**config.mk**
```make
export PLATFORM = sky130hd
export DESIGN_NAME = ysyx_23060240_lsu_ctrl_flat
export DESIGN_NICKNAME = d
export VERILOG_FILES = /design/src/rtl/ysyx_23060240_lsu_ctrl_if.sv /design/src/rtl/ysyx_23060240_lsu_ctrl.sv /design/src/flat_wrapper.sv
export SDC_FILE = /design/constraint.sdc
export NUM_CORES = 1
export LEC_CHECK = 0
export CORE_AREA = 2 2 121 123
export CTS_CLUSTER_DIAMETER = 100
export CTS_CLUSTER_SIZE = 24
export DETAILED_ROUTE_END_ITERATION = 6
export DIE_AREA = 0 0 123 125
export HOLD_SLACK_MARGIN = 0.1
export PLACE_DENSITY_LB_ADDON = 0.3
export SLEW_MARGIN = 10
export SYNTH_ARGS = -nofsm -noshare
export SYNTH_HDL_FRONTEND = slang
export SYNTH_SLANG_ARGS = --single-unit
export TNS_END_PERCENT = 100
```
**constraint.sdc**
```tcl
create_clock -name clk -period 5.4 [get_ports clk]
set_input_delay 1.08 -clock clk [delete_from_list [all_inputs] [get_ports clk]]
set_output_delay 1.08 -clock clk [all_outputs]
set_load 0.03 [all_outputs]
```
**src/rtl/ysyx_23060240_lsu_ctrl_if.sv**
```systemverilog
// Request, SRAM and write-back signals of the load/store control stage.
// The LSU takes the slave side; the execute/write-back/SRAM environment takes the master side.
interface ysyx_23060240_lsu_ctrl_if;
    logic        in_valid;
    logic        in_ready;
    logic [31:0] in_addr;
    logic [31:0] in_wdata;
    logic [2:0]  in_funct3;
    logic        in_is_load;
    logic        in_is_store;

    logic [31:0] mem_raddr;
    logic [31:0] mem_waddr;
    logic [7:0]  mem_wmask;
    logic        mem_r_en;
    logic        mem_w_en;
    logic [31:0] mem_wdata;
    logic [31:0] mem_rdata;

    logic        out_valid;
    logic        out_ready;
    logic [31:0] out_data;
    logic        out_err;

    modport slave (
        input  in_valid, in_addr, in_wdata, in_funct3, in_is_load, in_is_store,
        output in_ready,
        output mem_raddr, mem_waddr, mem_wmask, mem_r_en, mem_w_en, mem_wdata,
        input  mem_rdata,
        output out_valid, out_data, out_err,
        input  out_ready
    );

    modport master (
        output in_valid, in_addr, in_wdata, in_funct3, in_is_load, in_is_store,
        input  in_ready,
        input  mem_raddr, mem_waddr, mem_wmask, mem_r_en, mem_w_en, mem_wdata,
        output mem_rdata,
        input  out_valid, out_data, out_err,
        output out_ready
    );
endinterface

```
**src/rtl/ysyx_23060240_lsu_ctrl.sv**
```systemverilog
// Load/store control stage in front of a single-cycle SRAM port: legality checks,
// lane masking/replication for stores, and load extraction with sign/zero extension.
module ysyx_23060240_lsu_ctrl (
    input  logic                        clk,
    input  logic                        rst,
    ysyx_23060240_lsu_ctrl_if.slave     bus
);

    typedef enum logic [4:0] {
        IDLE  = 5'b00001,
        READ  = 5'b00010,
        RWAIT = 5'b00100,
        WRITE = 5'b01000,
        DONE  = 5'b10000
    } state_e;

    localparam int IDLE_B  = 0;
    localparam int READ_B  = 1;
    localparam int RWAIT_B = 2;
    localparam int WRITE_B = 3;
    localparam int DONE_B  = 4;

    state_e      state_q, state_d;
    logic [31:0] addr_q;
    logic [2:0]  funct3_q;
    logic [3:0]  wmask_q;
    logic [31:0] wdata_q;
    logic [31:0] out_data_q;
    logic        out_err_q;

    logic        accept;
    logic        misaligned;
    logic        bad_load;
    logic        bad_store;
    logic        req_err;
    logic [3:0]  st_mask;
    logic [31:0] st_data;
    logic [31:0] ld_shifted;
    logic [31:0] ld_ext;

    assign accept = bus.in_valid & bus.in_ready;

    // Request legality, evaluated on the raw inputs so the verdict is latched at accept.
    assign misaligned = (bus.in_funct3[1:0] == 2'b01 && bus.in_addr[0]) ||
                        (bus.in_funct3[1:0] == 2'b10 && bus.in_addr[1:0] != 2'b00);
    assign bad_load   = (bus.in_funct3 == 3'b011) || (bus.in_funct3 == 3'b110) ||
                        (bus.in_funct3 == 3'b111);
    assign bad_store  = bus.in_funct3[2] || (bus.in_funct3 == 3'b011);
    assign req_err    = (bus.in_is_load  & (bad_load  | misaligned)) |
                        (bus.in_is_store & (bad_store | misaligned));

    // NOTE: every variable written here gets a default first, so no path leaves it unassigned (no latch).
    always_comb begin
        st_mask = 4'b0000;
        st_data = bus.in_wdata;
        case (bus.in_funct3[1:0])
            2'b00: begin
                st_mask = 4'b0001 << bus.in_addr[1:0];
                st_data = {4{bus.in_wdata[7:0]}};
            end
            2'b01: begin
                st_mask = 4'b0011 << bus.in_addr[1:0];
                st_data = {2{bus.in_wdata[15:0]}};
            end
            2'b10: st_mask = 4'b1111;
            default: ;
        endcase
    end

    assign ld_shifted = bus.mem_rdata >> {addr_q[1:0], 3'b000};

    always_comb begin
        ld_ext = 32'h0;
        case (funct3_q)
            3'b000: ld_ext = {{24{ld_shifted[7]}},  ld_shifted[7:0]};
            3'b001: ld_ext = {{16{ld_shifted[15]}}, ld_shifted[15:0]};
            3'b010: ld_ext = ld_shifted;
            3'b100: ld_ext = {24'h0, ld_shifted[7:0]};
            3'b101: ld_ext = {16'h0, ld_shifted[15:0]};
            default: ld_ext = 32'h0;
        endcase
    end

    // NOTE: sequential state uses non-blocking assignments so every flop samples pre-edge values.
    always_ff @(posedge clk or posedge rst) begin
        if (rst) state_q <= IDLE;
        else     state_q <= state_d;
    end

    always_comb begin
        state_d = state_q;
        case (state_q)
            IDLE: begin
                if (accept) begin
                    if (req_err)               state_d = DONE;
                    else if (bus.in_is_load)   state_d = READ;
                    else if (bus.in_is_store)  state_d = WRITE;
                    else                       state_d = DONE;
                end
            end
            READ:    state_d = RWAIT;
            RWAIT:   state_d = DONE;
            WRITE:   state_d = DONE;
            DONE:    if (bus.out_ready) state_d = IDLE;
            default: state_d = IDLE;
        endcase
    end

    always_ff @(posedge clk or posedge rst) begin
        if (rst) begin
            addr_q     <= 32'h0;
            funct3_q   <= 3'b000;
            wmask_q    <= 4'b0000;
            wdata_q    <= 32'h0;
            out_data_q <= 32'h0;
            out_err_q  <= 1'b0;
        end else if (accept) begin
            addr_q     <= bus.in_addr;
            funct3_q   <= bus.in_funct3;
            wmask_q    <= st_mask;
            wdata_q    <= st_data;
            out_data_q <= 32'h0;
            out_err_q  <= req_err;
        end else if (state_q[RWAIT_B]) begin
            out_data_q <= ld_ext;
        end
    end

    // Strobes come straight from one-hot state flops so they cannot glitch.
    assign bus.in_ready  = state_q[IDLE_B];
    assign bus.mem_r_en  = state_q[READ_B];
    assign bus.mem_w_en  = state_q[WRITE_B];
    assign bus.mem_raddr = {addr_q[31:2], 2'b00};
    assign bus.mem_waddr = {addr_q[31:2], 2'b00};
    assign bus.mem_wmask = {4'b0000, state_q[WRITE_B] ? wmask_q : 4'b0000};
    assign bus.mem_wdata = wdata_q;
    assign bus.out_valid = state_q[DONE_B];
    assign bus.out_data  = out_data_q;
    assign bus.out_err   = out_err_q;

endmodule

```
**src/flat_wrapper.sv**
```systemverilog
// flat-port wrapper written by rule: the top's interface ports become plain ports
module ysyx_23060240_lsu_ctrl_flat 
  (clk, rst, bus_in_valid, bus_in_addr, bus_in_wdata, bus_in_funct3, bus_in_is_load, bus_in_is_store, bus_in_ready, bus_mem_raddr, bus_mem_waddr, bus_mem_wmask, bus_mem_r_en, bus_mem_w_en, bus_mem_wdata, bus_mem_rdata, bus_out_valid, bus_out_data, bus_out_err, bus_out_ready);
  ysyx_23060240_lsu_ctrl_if bus_i ();
  input  logic clk;
  input  logic rst;
  input wire logic [$bits(bus_i.in_valid)-1:0] bus_in_valid;
  input wire logic [$bits(bus_i.in_addr)-1:0] bus_in_addr;
  input wire logic [$bits(bus_i.in_wdata)-1:0] bus_in_wdata;
  input wire logic [$bits(bus_i.in_funct3)-1:0] bus_in_funct3;
  input wire logic [$bits(bus_i.in_is_load)-1:0] bus_in_is_load;
  input wire logic [$bits(bus_i.in_is_store)-1:0] bus_in_is_store;
  output wire logic [$bits(bus_i.in_ready)-1:0] bus_in_ready;
  output wire logic [$bits(bus_i.mem_raddr)-1:0] bus_mem_raddr;
  output wire logic [$bits(bus_i.mem_waddr)-1:0] bus_mem_waddr;
  output wire logic [$bits(bus_i.mem_wmask)-1:0] bus_mem_wmask;
  output wire logic [$bits(bus_i.mem_r_en)-1:0] bus_mem_r_en;
  output wire logic [$bits(bus_i.mem_w_en)-1:0] bus_mem_w_en;
  output wire logic [$bits(bus_i.mem_wdata)-1:0] bus_mem_wdata;
  input wire logic [$bits(bus_i.mem_rdata)-1:0] bus_mem_rdata;
  output wire logic [$bits(bus_i.out_valid)-1:0] bus_out_valid;
  output wire logic [$bits(bus_i.out_data)-1:0] bus_out_data;
  output wire logic [$bits(bus_i.out_err)-1:0] bus_out_err;
  input wire logic [$bits(bus_i.out_ready)-1:0] bus_out_ready;
  assign bus_i.in_valid = bus_in_valid;
  assign bus_i.in_addr = bus_in_addr;
  assign bus_i.in_wdata = bus_in_wdata;
  assign bus_i.in_funct3 = bus_in_funct3;
  assign bus_i.in_is_load = bus_in_is_load;
  assign bus_i.in_is_store = bus_in_is_store;
  assign bus_in_ready = bus_i.in_ready;
  assign bus_mem_raddr = bus_i.mem_raddr;
  assign bus_mem_waddr = bus_i.mem_waddr;
  assign bus_mem_wmask = bus_i.mem_wmask;
  assign bus_mem_r_en = bus_i.mem_r_en;
  assign bus_mem_w_en = bus_i.mem_w_en;
  assign bus_mem_wdata = bus_i.mem_wdata;
  assign bus_i.mem_rdata = bus_mem_rdata;
  assign bus_out_valid = bus_i.out_valid;
  assign bus_out_data = bus_i.out_data;
  assign bus_out_err = bus_i.out_err;
  assign bus_i.out_ready = bus_out_ready;
  ysyx_23060240_lsu_ctrl u_core (.clk(clk), .rst(rst), .bus(bus_i));
endmodule
```
# Word level (Yosys, flattened, before mapping)
# Cells that the tools add are included.
[totals]
ff_bits = 109
latch_bits = 0
ramBits = 0
romBits = 0
input_bits = 105
out_inout_bits = 141
elab_cells = 56
mem_count = 0
[classes]
addsub = 0
n_mul = 0
div_mod_pow = 0
n_lt_le_gt_ge = 0
n_eq_ne = 16
n_shift = 3
mux = 12
bitwise_logic = 6
reduce_logical = 12
[op_table]
columns = ["cell", "n"]
rows = [
  ["32-bit one-hot mux with 5 select lines", 1],
  ["32-bit 2-to-1 mux", 2],
  ["32-bit one-hot mux with 2 select lines", 1],
  ["32-bit by 5-bit >> shifter with 32-bit output", 1],
  ["5-bit 2-to-1 mux", 5],
  ["5-bit one-hot mux with 4 select lines", 1],
  ["3-bit equality test (second input constant)", 4],
  ["4-bit one-hot mux with 3 select lines", 1],
  ["3-bit by 2-bit equality test with 1-bit output (second input constant)", 2],
  ["5-bit by 1-bit equality test with 1-bit output (second input constant)", 1],
  ["5-bit by 2-bit equality test with 1-bit output (second input constant)", 1],
  ["5-bit by 3-bit equality test with 1-bit output (second input constant)", 1],
  ["5-bit by 4-bit equality test with 1-bit output (second input constant)", 1],
  ["5-bit equality test (second input constant)", 1],
  ["1-bit logical OR", 4],
  ["4-bit 2-to-1 mux", 1],
  ["2-bit nonzero test", 2],
  ["1-bit by 2-bit left shift with 4-bit output (first input constant)", 1],
  ["2-bit by 2-bit left shift with 4-bit output (first input constant)", 1],
  ["1-bit AND", 3],
  ["3-bit by 1-bit equality test with 1-bit output (second input constant)", 1],
  ["3-bit zero test", 1],
  ["1-bit bitwise OR", 3],
  ["2-bit by 1-bit equality test with 1-bit output (second input constant)", 1],
  ["7 further kinds", 8],
]

# Logic depth before layout (Yosys ltp)
[logic_depth]
word_depth = 9
depth_mapped = 7

# Least setup slack after synthesis
# OpenSTA, ideal clock, no wires.
[synth_path]
path_type = "in2reg"
start = "input port bus_in_valid"
end = "register u_core.addr_q[10]"
setup_time_ns = 0.125
arrival_time_ns = 2.181
required_time_ns = 5.275
slack_ns = 3.094
cell_stages = 4
path_buffers = 2
cell_sequence = "nand2_1 clkbuf_1 clkbuf_1 mux2_2"
[synth_via]
elab_chain_len = 1
[synth_lines]
columns = ["item", "line_no", "source"]
rows = [
  ["from (decl)", "flat_wrapper.sv:7", "input wire logic [$bits(bus_i.in_valid)-1:0] bus_in_valid;"],
  ["1-bit AND", "ysyx_23060240_lsu_ctrl.sv:41", "assign accept = bus.in_valid & bus.in_ready;"],
  ["to (signal assigned)", "ysyx_23060240_lsu_ctrl.sv:118", "addr_q <= bus.in_addr;"],
  ["to (decl)", "ysyx_23060240_lsu_ctrl.sv:24", "logic [31:0] addr_q;"],
]
# No other way between the ends.
# A chain may end at the register's enable or synchronous reset.

# Worst setup path after layout
[layout_path]
start = "input port bus_in_valid"
end = "register u_core.out_data_q[8] (netlist: u_core.bus.out_data[8])"
[layout_via]
elab_chain_len = 2
elab_cells_between_ends = 3
cone_classes = "1 x mux; 1 x bitwise; 1 x reduce/logical"
[layout_lines]
columns = ["item", "line_no", "source"]
rows = [
  ["1-bit AND (*)", "ysyx_23060240_lsu_ctrl.sv:41", ""],
  ["32-bit 2-to-1 mux / 2-bit nonzero test (equally long branches)", "n/a", ""],
  ["to (signal assigned)", "ysyx_23060240_lsu_ctrl.sv:125", "out_data_q <= ld_ext;"],
  ["to (decl)", "ysyx_23060240_lsu_ctrl.sv:28", "logic [31:0] out_data_q;"],
]
# Mark *: on every way between the ends. The rest lies on a longest branch, timed or not.

==> parameters.txt <==
Parameter                              Value

Run status
  Run status    finished clean

Worst setup path
  Critical path's most frequent cell    sky130_fd_sc_hd__nand3_1
  Arrival time of data at the critical path endpoint    3220 ps
  Critical path, cell by cell    clkdlybuf4s50_1, nand2_4, buf_4, nand3_1, or3_1, nand3_1
  Worst reg-to-reg path cell count    4
  CP Launch Type    primary input
  CP bufs+invs    2
  Maximum fanout along the worst path    103
  R2r endpoint    u_core.bus.out_data[24]$_DFFE_PP0P_
  Kind of critical path    in -> reg
  Worst r2r src    u_core.funct3_q[0]$_DFFE_PP0P_
  Required arrival time at the worst endpoint    5680 ps
  Peak per-stage delay on the critical path    780 ps
  Reg-to-reg setup timing slack    3130 ps
  Levels on crit path    6
  Cell with the largest stage delay on the worst path    sky130_fd_sc_hd__buf_4
  Largest delay share family, worst path    buffers and inverters
  Category of the worst setup path capture point    flop

Synth
  Top FF cell, synth    sky130_fd_sc_hd__dfrtp_1
  Sequential cell area fraction in the yosys report    49.1%
  Cell types occupying the most area after synthesis    sky130_fd_sc_hd__dfrtp_1 (49%), sky130_fd_sc_hd__mux2_2 (11%), sky130_fd_sc_hd__buf_4 (9.2%)
  Post-synthesis simple-gate area fraction    10.1%
  Number of instances in the synthesized netlist    514
  Area share of xor/xnor cells in the synthesized design    0.157%
  Avg Inst Size Synth    10.8 sq um
  Share of synthesized area spent on multiplexers    18.9%
  Yosys warning count    0
  Post-synth top area share    48.6%
  Count of flip-flops with a built-in enable after synthesis    0
  Post-synthesis async set-or-reset flop share    100%
  Compound-Gate Fraction of Synth Area    9.92%
  Yosys reg bits    109
  Dominant combinational cell family by area after synthesis    multiplexers
  Unique masters post-synth    39
  Biggest area consumer among synthesized cells    sky130_fd_sc_hd__dfrtp_1
  Adder and majority gate portion of the synthesized area    0%
  Area of the mapped netlist    0.00556 sq mm

Drt
  Number of nets with antenna violations after routing    0
  Ratio of routed vias to standard cells    5.05
  Detailed-route DRC error count    0
  Total via count in the routed design    4,359
  Aggregate routed wire length    14,600 um
  Total iterations of the first detailed-routing run    5
  Violation count after the first detailed-routing iteration    287
  Average wire per standard cell    16.9 um

STA
  Worst clock skew    4.30 ps
  Final setup violation count    0
  Post-layout worst setup margin    2460 ps
  Sum of negative setup slack    0 ps
  Slew of the pin with the lowest slew margin    1070 ps
  Setup repair after global routing missed its margin    no
  Max_slew headroom    28.7%
  Final worst path period share    54.4%
  Min cycle time layout    2940 ps
  Max-slew violation count    0
  Fin. Hold Viols    0
  Max Fclk    0.340 GHz

Global routing
  Vias in the first global route    4,360
  Total global routing overflow    0
  Met2 usage in global routing    31.6%
  Wire length of the first global-routing pass    22,800 um
  Pin count of the biggest net entering global routing    104
  Antenna violations before repair    0
  Global routing usage on met1    22.9%
  All-layer global routing usage    18.9%
  Routing usage on met3    5.98%
  Global routing's busiest layer    met2

Pwr
  Reported leakage power    3.40 nW
  Sw frac    40.4%
  Sw power    0.00157 W
  Combinational fraction of design power    50.2%
  Share of power burned in the clock network    18.2%
  Part of the total power dissipated in sequential elements    31.7%
  IR drop worst, VDD    0.000338 V
  Power Dens Cells    492 mW/mm^2
  Internal power contribution    0.00232 W

Clock tree
  Worst-skew pair later-pin latency    350 ps
  CTS hold repair buffers    0
  Reg clk slew, reported paths    70 ps
  Largest buffer count on any clock path    2
  TritonCTS clock tree    yes
  Num CTS Buffers    9
  H-tree levels    3
  # clock sinks    109
  Post-CTS Setup Inserts    0
  Count of cells resized by post-cts repair    0
  Clock Root Buffer    sky130_fd_sc_hd__clkbuf_16

Placed design
  Final HPWL from detailed placement    10,700 um
  Number of buffers inserted by port buffering    237
  Post-placement setup slack    2060 ps
  Placer Congestion    0.846

Run
  Max-cap violation count    0

Final layout
  Multi-input gate area in the final layout    0.00221 sq mm
  Filler cell count    1,222
  Fraction of final layout cells sized beyond drive strength 1    13.3%
  Area used by sequential logic in the layout    0.00273 sq mm
  Number of antenna repair diodes    0
  Final Net Count    780
  Most common cell after layout, fill and taps aside    sky130_fd_sc_hd__clkdlybuf4s50_1
  Layout overhead on the synthesized area    42.2%
  Most used cells in the layout excluding fill and tap cells    sky130_fd_sc_hd__clkdlybuf4s50_1 (237), sky130_fd_sc_hd__dfrtp_1 (108), sky130_fd_sc_hd__mux2_2 (52)

Die
  Die area    0.0154 sq mm
  I/O Pins    246
  Die boundary width    123 um
  Chip Height    125 um
  Starting Density    39.2%
  Area of the core    0.0142 sq mm
  Number of placement rows    44

Min path
  Start point of the worst min-delay path    u_core.wmask_q[2]$_DFFE_PP0P_
  Path class of the lowest-slack min-delay path    reg -> reg
  Worst hold path depth    2
  End of the worst hold path    u_core.wmask_q[2]$_DFFE_PP0P_
==> through the flow <==
stage	cell area, sq um	utilization (%)	cells	power [W]	hold slack, ps
2_1_floorplan	5590	-	521	0.00264	442
3_3_place_gp	7590	53.5	848	0.00318	460
3_5_place_dp	7590	53.5	848	0.00321	470
4_1_cts	7910	55.7	863	0.00393	486
5_1_grt	7910	55.7	863	0.00409	503
6_report	7910	55.7	863	0.00389	482
==> worst register-to-register path, stage by stage, from the launching register on <==
cell	delay [ps]
sky130_fd_sc_hd__dfrtp_1	510
sky130_fd_sc_hd__o21ai_0	270
sky130_fd_sc_hd__nand3_1	390
sky130_fd_sc_hd__nor4_4	810
sky130_fd_sc_hd__a221o_1	220
==> synthesized netlist by cell type (2+ instances only) <==
cell and number:
sky130_fd_sc_hd__a21o_1 2, sky130_fd_sc_hd__nand2_1 46, sky130_fd_sc_hd__mux2i_1 44, sky130_fd_sc_hd__o21ai_0 45, sky130_fd_sc_hd__a221o_1 7, sky130_fd_sc_hd__nor2b_1 6
sky130_fd_sc_hd__mux2_2 52, sky130_fd_sc_hd__dfrtp_1 108, sky130_fd_sc_hd__buf_4 68, sky130_fd_sc_hd__nand3_1 9, sky130_fd_sc_hd__clkbuf_1 21, sky130_fd_sc_hd__and2_0 2
sky130_fd_sc_hd__nand2b_1 2, sky130_fd_sc_hd__and2_1 9, sky130_fd_sc_hd__buf_2 7, sky130_fd_sc_hd__buf_1 2, sky130_fd_sc_hd__a221o_2 10, sky130_fd_sc_hd__nor3b_1 2
sky130_fd_sc_hd__or3_1 2, sky130_fd_sc_hd__buf_6 2, sky130_fd_sc_hd__a21oi_1 17, sky130_fd_sc_hd__nor3_1 5, sky130_fd_sc_hd__nor2_1 30
==> area by class of cell <==
| class | instances | area share, % |
|---|---|---|
| sequential | 109 | 34.5 |
| timing repair buffer | 243 | 30.6 |
| multi-input combinational | 311 | 28.0 |
| clock buffer | 10 | 3.02 |
| tap | 184 | 2.91 |
| clock inverter | 5 | 0.949 |
| inverter | 1 | 0.0791 |
==> how the worst max path moves through the flow <==
stage	startpoint	endpoint	slack (ps)
2_1_floorplan	rst	u_core.addr_q[0]$_DFFE_PP0P_	1450
3_3_place_gp	bus_in_valid	u_core.bus.out_data[8]$_DFFE_PP0P_	2100
3_5_place_dp	bus_in_valid	u_core.bus.out_data[8]$_DFFE_PP0P_	2060
4_1_cts	bus_in_valid	u_core.bus.out_data[8]$_DFFE_PP0P_	2430
5_1_grt	bus_in_valid	u_core.bus.out_data[11]$_DFFE_PP0P_	2300
6_report	bus_in_valid	u_core.bus.out_data[8]$_DFFE_PP0P_	2460
==> kinds of logic after synthesis <==
logic type / count (synthesis)
other: 1
DFF: 109
xor gates and xnor gates: 1
muxes: 97
and+or+nand+nor: 119
buffers and inverters: 101
AOI/OAI and AO/OA: 86
==> power groups by stage <==
stage | combinational (W) | sequential (W) | clock (W)
3_5_place_dp | 0.00197 | 0.00124 | 0
2_1_floorplan | 0.00121 | 0.00143 | 0
5_1_grt | 0.00206 | 0.00127 | 0.000755
4_1_cts | 0.00197 | 0.00123 | 0.000721
6_report | 0.00195 | 0.00123 | 0.000707
3_3_place_gp | 0.00195 | 0.00123 | 0
==> layer usage <==
layer / vias to the layer above / wire length (um) / part of all wire (%)
li1: 2030 / - / -
met2: 192 / 7120 / 49
met1: 2120 / 5870 / 40
met5: - / 0 / 0
met3: 17 / 1370 / 9.4
met4: 0 / 248 / 1.7
==> state kept, by name, indices dropped and copies added (netlist names) <==
signal	count
u_core.addr_q	32
u_core.bus.out_err	1
u_core.wmask_q	4
u_core.bus.out_data	32
u_core.state_q	5
u_core.funct3_q	3
u_core.bus.mem_wdata	32
No activity file was read; power rests on OpenSTA's default activity.
